==> src/rtl/move_bus_responder.sv <==
// Strobe-driven datapath responder: registers R0..R3, output port P0 and synchronized input P1
// share one internal bus; strobe-protocol violations are flagged and good transfers counted.
module move_bus_responder #(
  parameter int WIDTH   = 8,
  parameter int COUNT_W = 8
) (
  input  logic               clk,
  input  logic               reset,
  input  logic               R0_write,
  input  logic               R1_write,
  input  logic               R2_write,
  input  logic               R3_write,
  input  logic               P0_write,
  input  logic               R0_read,
  input  logic               R1_read,
  input  logic               R2_read,
  input  logic               R3_read,
  input  logic               P0_read,
  input  logic               P1_read,
  input  logic [WIDTH-1:0]   p1_in,
  input  logic               clr_err,
  output logic [WIDTH-1:0]   bus,
  output logic [WIDTH-1:0]   p0_out,
  output logic               p0_update,
  output logic [WIDTH-1:0]   r0_q,
  output logic [WIDTH-1:0]   r1_q,
  output logic [WIDTH-1:0]   r2_q,
  output logic [WIDTH-1:0]   r3_q,
  output logic [COUNT_W-1:0] xfer_count,
  output logic               contention_err,
  output logic               orphan_err
);

  logic [WIDTH-1:0] p1_meta;
  logic [WIDTH-1:0] p1_sync;
  logic [2:0]       nreads;
  logic             any_write;
  logic             valid_xfer;
  logic             contention;
  logic             orphan;

  assign nreads = 3'(R0_read) + 3'(R1_read) + 3'(R2_read)
                + 3'(R3_read) + 3'(P0_read) + 3'(P1_read);

  assign any_write  = R0_write | R1_write | R2_write | R3_write | P0_write;
  assign valid_xfer = (nreads == 3'd1) && any_write;
  assign contention = (nreads > 3'd1);
  assign orphan     = (nreads == 3'd0) && any_write;

  // NOTE: the default assignment first guarantees bus is driven on every path, so no latch is inferred.
  always_comb begin
    bus = '0;
    if (nreads == 3'd1) begin
      if      (R0_read) bus = r0_q;
      else if (R1_read) bus = r1_q;
      else if (R2_read) bus = r2_q;
      else if (R3_read) bus = r3_q;
      else if (P0_read) bus = p0_out;
      else              bus = p1_sync;
    end
  end

  // NOTE: state uses non-blocking assignments so every register samples pre-edge values.
  always_ff @(posedge clk) begin
    if (reset) begin
      r0_q           <= '0;
      r1_q           <= '0;
      r2_q           <= '0;
      r3_q           <= '0;
      p0_out         <= '0;
      p0_update      <= 1'b0;
      p1_meta        <= '0;
      p1_sync        <= '0;
      xfer_count     <= '0;
      contention_err <= 1'b0;
      orphan_err     <= 1'b0;
    end else begin
      p1_meta <= p1_in;
      p1_sync <= p1_meta;
      if (valid_xfer) begin
        if (R0_write) r0_q   <= bus;
        if (R1_write) r1_q   <= bus;
        if (R2_write) r2_q   <= bus;
        if (R3_write) r3_q   <= bus;
        if (P0_write) p0_out <= bus;
        xfer_count <= xfer_count + COUNT_W'(1);
      end
      p0_update <= valid_xfer & P0_write;
      // A violation in the same cycle as clr_err leaves its flag set.
      contention_err <= (contention_err & ~clr_err) | contention;
      orphan_err     <= (orphan_err & ~clr_err) | orphan;
    end
  end

endmodule

==> config.mk <==
export PLATFORM = sky130hd
export DESIGN_NAME = move_bus_responder
export DESIGN_NICKNAME = d
export VERILOG_FILES = /design/src/rtl/move_bus_responder.sv
export SDC_FILE = /design/constraint.sdc
export NUM_CORES = 1
export LEC_CHECK = 0
export BUFFER_PORTS_ARGS = -buffer_cell sky130_fd_sc_hd__buf_2
export CORE_AREA = 10 10 92 102
export DETAILED_ROUTE_END_ITERATION = 12
export DIE_AREA = 0 0 102 112
export PLACE_DENSITY = 0.71
export SLEW_MARGIN = 40
export SYNTH_ARGS = -nofsm -noshare
export SYNTH_HDL_FRONTEND = slang
export SYNTH_SLANG_ARGS = --single-unit
==> constraint.sdc <==
create_clock -name clk -period 7.2 [get_ports clk]
set_clock_uncertainty 0.15 [all_clocks]
set_input_delay 0.72 -clock clk [delete_from_list [all_inputs] [get_ports clk]]
set_output_delay 0.72 -clock clk [all_outputs]
set_load 0.05 [all_outputs]
* Word-level counts from Yosys, hierarchy flattened
Index checks and enable logic that the tools add are counted.
W data, S select, Z words.
** Storage, ports and cells
- Output and inout port bits :: 59
- Bits in registers :: 67
** Operators by class
- Add/sub/neg operators :: 6
- Reduce and logical (&&, ||, !) cells :: 8
- Bitwise gates (word level) :: 10
- Equal/unequal tests :: 1
- Order comparisons :: 1
- Multiplexer cells :: 6
** Operators with widths (count)
- $mux W8 :: 6
- $reduce_and A2 Y1 :: 5
- $add A3 B1 Y3 :: 3
- $add A8 B1 Y8 const B :: 1
- $or A1 B1 Y1 :: 6
- $add A2 B1 Y3 :: 1
- $and A1 B1 Y1 :: 3
- $eq A3 B1 Y1 const B :: 1
- $gt A3 B1 Y1 const B :: 1
- $logic_not A3 Y1 :: 1
- $add A1 B1 Y2 :: 1
- $logic_and A1 B1 Y1 :: 2
- $not A1 Y1 :: 1

* Depth between registers and ports, before layout
- Depth in word-level cells :: 8
- Mapped depth :: 12

* Least setup slack after synthesis
OpenSTA, ideal clock, no wires.
- Path type :: input to output
- From :: in R0_read
- To :: out bus[7]
- Cell stages on the path :: 10
- Data arrival time :: 4.305 ns
- Setup slack :: 2.025 ns
- Required time :: 6.330 ns
- Buffers on the path :: 1
- Cell sequence :: clkbuf_1 inv_2 fa_1 fa_1 inv_1 ha_1 fa_1 nor2_1 nand2_1 nor3b_1
** On the way
- Word-level cells in the longest chain between the ends :: 7
- Elaborated cells on any way between the ends :: 8
- Classes of those cells :: 5 x add/sub; 1 x eq/ne; 2 x mux
** RTL lines
- from (decl) :: RTL line 14 : input logic R0_read,
- $add A1 B1 Y2 :: RTL line 42 : assign nreads = 3'(R0_read) + 3'(R1_read) + 3'(R2_read)
- $add A2 B1 Y3 :: RTL line 42
- $add A3 B1 Y3 (3 in series) :: RTL line 43 : + 3'(R3_read) + 3'(P0_read) + 3'(P1_read);
- $eq A3 B1 Y1 :: RTL line 53 : if (nreads == 3'd1) begin
- $mux W8 (*) :: RTL line 53
- to (decl) :: RTL line 22 : output logic [WIDTH-1:0] bus,
Every way passes the cells marked *; elsewhere a longest branch is shown, timed or not.

* Final worst setup path
- From :: in R1_read
- To :: out bus[6]
** On the way
- Word-level cells in the longest chain between the ends :: 7
- Elaborated cells on any way between the ends :: 9
- Classes of those cells :: 5 x add/sub; 1 x eq/ne; 3 x mux
** RTL lines
- from (decl) :: RTL line 15 : input logic R1_read,
- $add A1 B1 Y2 :: RTL line 42
- $add A2 B1 Y3 :: RTL line 42
- $add A3 B1 Y3 (3 in series) :: RTL line 43
- $eq A3 B1 Y1 :: RTL line 53
- $mux W8 (*) :: RTL line 53
Marks and branches as above.

==> reports/metrics.yaml <==
hold_path:
  hp-start: "p1_meta[2]$_SDFF_PP0_"
  hp-class: "reg2reg"
synthesis:
  ys_ff_latch: 67
  yosys_warnings: 0
  yosysSeqAreaShare_pct: 47.0
  syn_inst: 282
  synth_flop_cell: "dfxtp_1"
  syn_area_per_cell_um2: 10.1
  synth_cell_types: 36
  syn_area_um2: 2850
  synthesis.nets: 309
  synth-edff-count: 0
  async_flop_share_pct: 0
clocking:
  clk_pin_slew_worst_paths_ns: 0.07
  cts_hold_buffers: 0
  cts_root_buf: "clkbuf_8"
  cts_inserted_buffers: 9
  cts_tree: "yes"
  cts_resized: 0
  cts_setup_buffers: 0
  cts.path.max_buffers: 2
  clock-sinks: 67
  clk_latency_ns: 0.35
  cts_max_level: 3
global_route:
  grt_max_degree: 48
  grt.overflow.total: 0
  grtUsageTotal_pct: 14.7
  antenna_found_initial: 0
  first_global_vias: 2519
  grt_pass1_wl_mm: 13.1
drt:
  drtIter0Drc: 126
  viasPerCell: 5.53
  vias: 2496
  ant_nets: 0
  firstDrtPassIters: 4
  routed_wl_mm: 8.28
  wire_per_inst_um: 18.4
  remaining_drc_errors: 0
floorplan:
  die_y_um: 112
  die_w_um: 102
  ioPinCount: 81
  initial_core_util_pct: 38.8
  core_area_um2: 7350
  dieArea_um2: 11400
  num_rows: 33
placed_design:
  gp_congestion: 0.844
  io_buffer_count: 80
  dpl_cell_area_um2: 3300
  post-dp-hpwl_mm: 6.09
sta:
  fin_crit_sh_pct: 64.8
  slew_headroom_pct: 53.1
  final-setup-viol-count: 0
  timing.fmax_mhz: 214
  fin_crit_ns: 4.66
  worst_slew_pin_slew_ns: 0.701
  setup_tns_ns: 0
  finalHoldViolations: 0
  slew_violations: 0
  rsz0062_at_grt: "false"
layout:
  final_area_um2: 3500
  drive_gt1_share_pct: 29.1
  multi_input_area_um2: 1390
  final-seq-area_um2: 1340
  antenna_cells: 0
  syn2layout_area_growth_pct: 22.8
  nFillCells: 722
  layout.nets: 386
critical_path:
  cp-startpoint: "R1_read"
  crit_fanout: 17
  critical_path_required_ns: 6.33
  cp-end-kind: "output pin"
  startpoint_type: "primary input"
  r2r-start: "r3_q[6]$_SDFFE_PP0P_"
  arrival_ns: 3.79
  critPathKind: "in2out"
pwr:
  power_frac_comb_pct: 24.1
  ir_drop_v: 0.000143
  power_mw: 0.953
  p_per_area_nw_per_um2: 272
  seqPwrFrac_pct: 42.7
  p_int_mw: 0.624
  pwr-share-clk_pct: 33.2
  p_switching_mw: 0.329
  p_sw_share_pct: 34.5
  p_leak_nw: 1.54
status:
  status: "finished, final reports clean"
flow_run:
  drv_cap: 0
metal layers:
layer	routed length, um	track usage [%]
met5	0	0
met4	171	6.31
met3	789	4.64
met2	3890	22.8
met1	3430	18.1
area by class of cell:
| class | count | share of cell area (%) |
|---|---|---|
| clock inverter | 6 | 1.82 |
| clock buffer | 10 | 3.93 |
| sequential | 67 | 38.3 |
| inverter | 16 | 1.71 |
| multi-input combinational | 185 | 39.7 |
| timing repair buffer | 80 | 11.5 |
| tap | 87 | 3.11 |
synth_stat cells (3+ instances only):
cell type	n	area share [%]
nor2b_1	25	5.5
and2_2	4	1.1
mux2i_1	9	3.2
fa_1	3	2.1
nor3b_1	16	4.2
a2111oi_0	8	2.5
o211ai_1	3	0.79
a21oi_1	12	2.1
o21a_1	8	2.1
nand2_1	5	0.66
nor2_1	27	3.6
clkbuf_1	7	0.92
buf_2	5	0.88
dfxtp_1	67	47
inv_1	15	2.0
xor2_1	4	1.2
a211o_1	8	2.5
a32o_1	32	11
cells by family (layout without fill, tap and decap cells):
kind of cell	after synthesis	in the layout	share of synthesized area (%)
adders and majority gates	5	5	2.98
xor gates and xnor gates	4	4	1.23
buffers and inverters	30	112	4.30
DFF	67	67	47.0
muxes	9	9	3.16
AOI/OAI and AO/OA	77	77	23.0
and+or+nand+nor	90	90	18.3
power by group through the flow:
stage	combinational [mW]	clock, mW	sequential (mW)
4_1_cts	0.231	0.324	0.407
6_report	0.230	0.316	0.407
5_1_grt	0.247	0.344	0.410
3_3_place_gp	0.228	0	0.415
3_5_place_dp	0.230	0	0.416
2_1_floorplan	0.112	0	0.474
layout by cell type (no fill, tap or decap), types with 2 or more instances in the layout:
master       n
a2111oi_0    8
ha_1         2
nor2b_1     25
nor3b_1     16
a21oi_1     12
a211o_1      8
nor2_1      27
xor2_1       4
o211ai_1     3
inv_1       15
nand3_1      2
o21a_1       8
or4_1        2
mux2i_1      9
a32o_1      32
and2_2       4
clkinvlp_4   2
and3_1       2
dfxtp_1     67
o21ai_0      2
clkbuf_8    10
nand2b_1     2
buf_2       79
nand2_1      5
fa_1         3
clkinv_2     2
through the flow:
stage / setup slack [ns] / utilization (%) / hold slack, ns / std cells
after detailed placement: 2.53 / 44.9 / 0.278 / 435
after floorplan: 2.03 / - / 0.264 / 282
after global placement: 2.63 / 44.9 / 0.280 / 435
final: 2.54 / 47.7 / 0.290 / 451
after global routing: 2.31 / 47.7 / 0.305 / 451
after CTS: 2.53 / 47.7 / 0.296 / 451
sequential cells by signal (all words and copies together), names as in the netlist:
signal          flops
r0_q                8
contention_err      1
xfer_count          8
orphan_err          1
r3_q                8
p1_sync             8
p0_out              8
p0_update           1
r2_q                8
r1_q                8
p1_meta             8
critical path, stage by stage:
cell	delay, ns
buf_2	0.28
inv_1	0.11
fa_1	0.48
fa_1	0.50
inv_1	0.04
ha_1	0.19
fa_1	0.52
nor2_1	0.18
nand2_1	0.22
nor3b_1	0.25
buf_2	0.30
path summary, 6_finish.rpt:
check | end | slack [ns] | cells after the start
min reg2reg | p1_sync[2]$_SDFF_PP0_ | 0.29 | 1
max | bus[6] | 2.54 | 11
min | p1_sync[2]$_SDFF_PP0_ | 0.29 | 1
max reg2reg | r3_q[6]$_SDFFE_PP0P_ | 5.61 | 4
(Power assumes the default switching activity.)
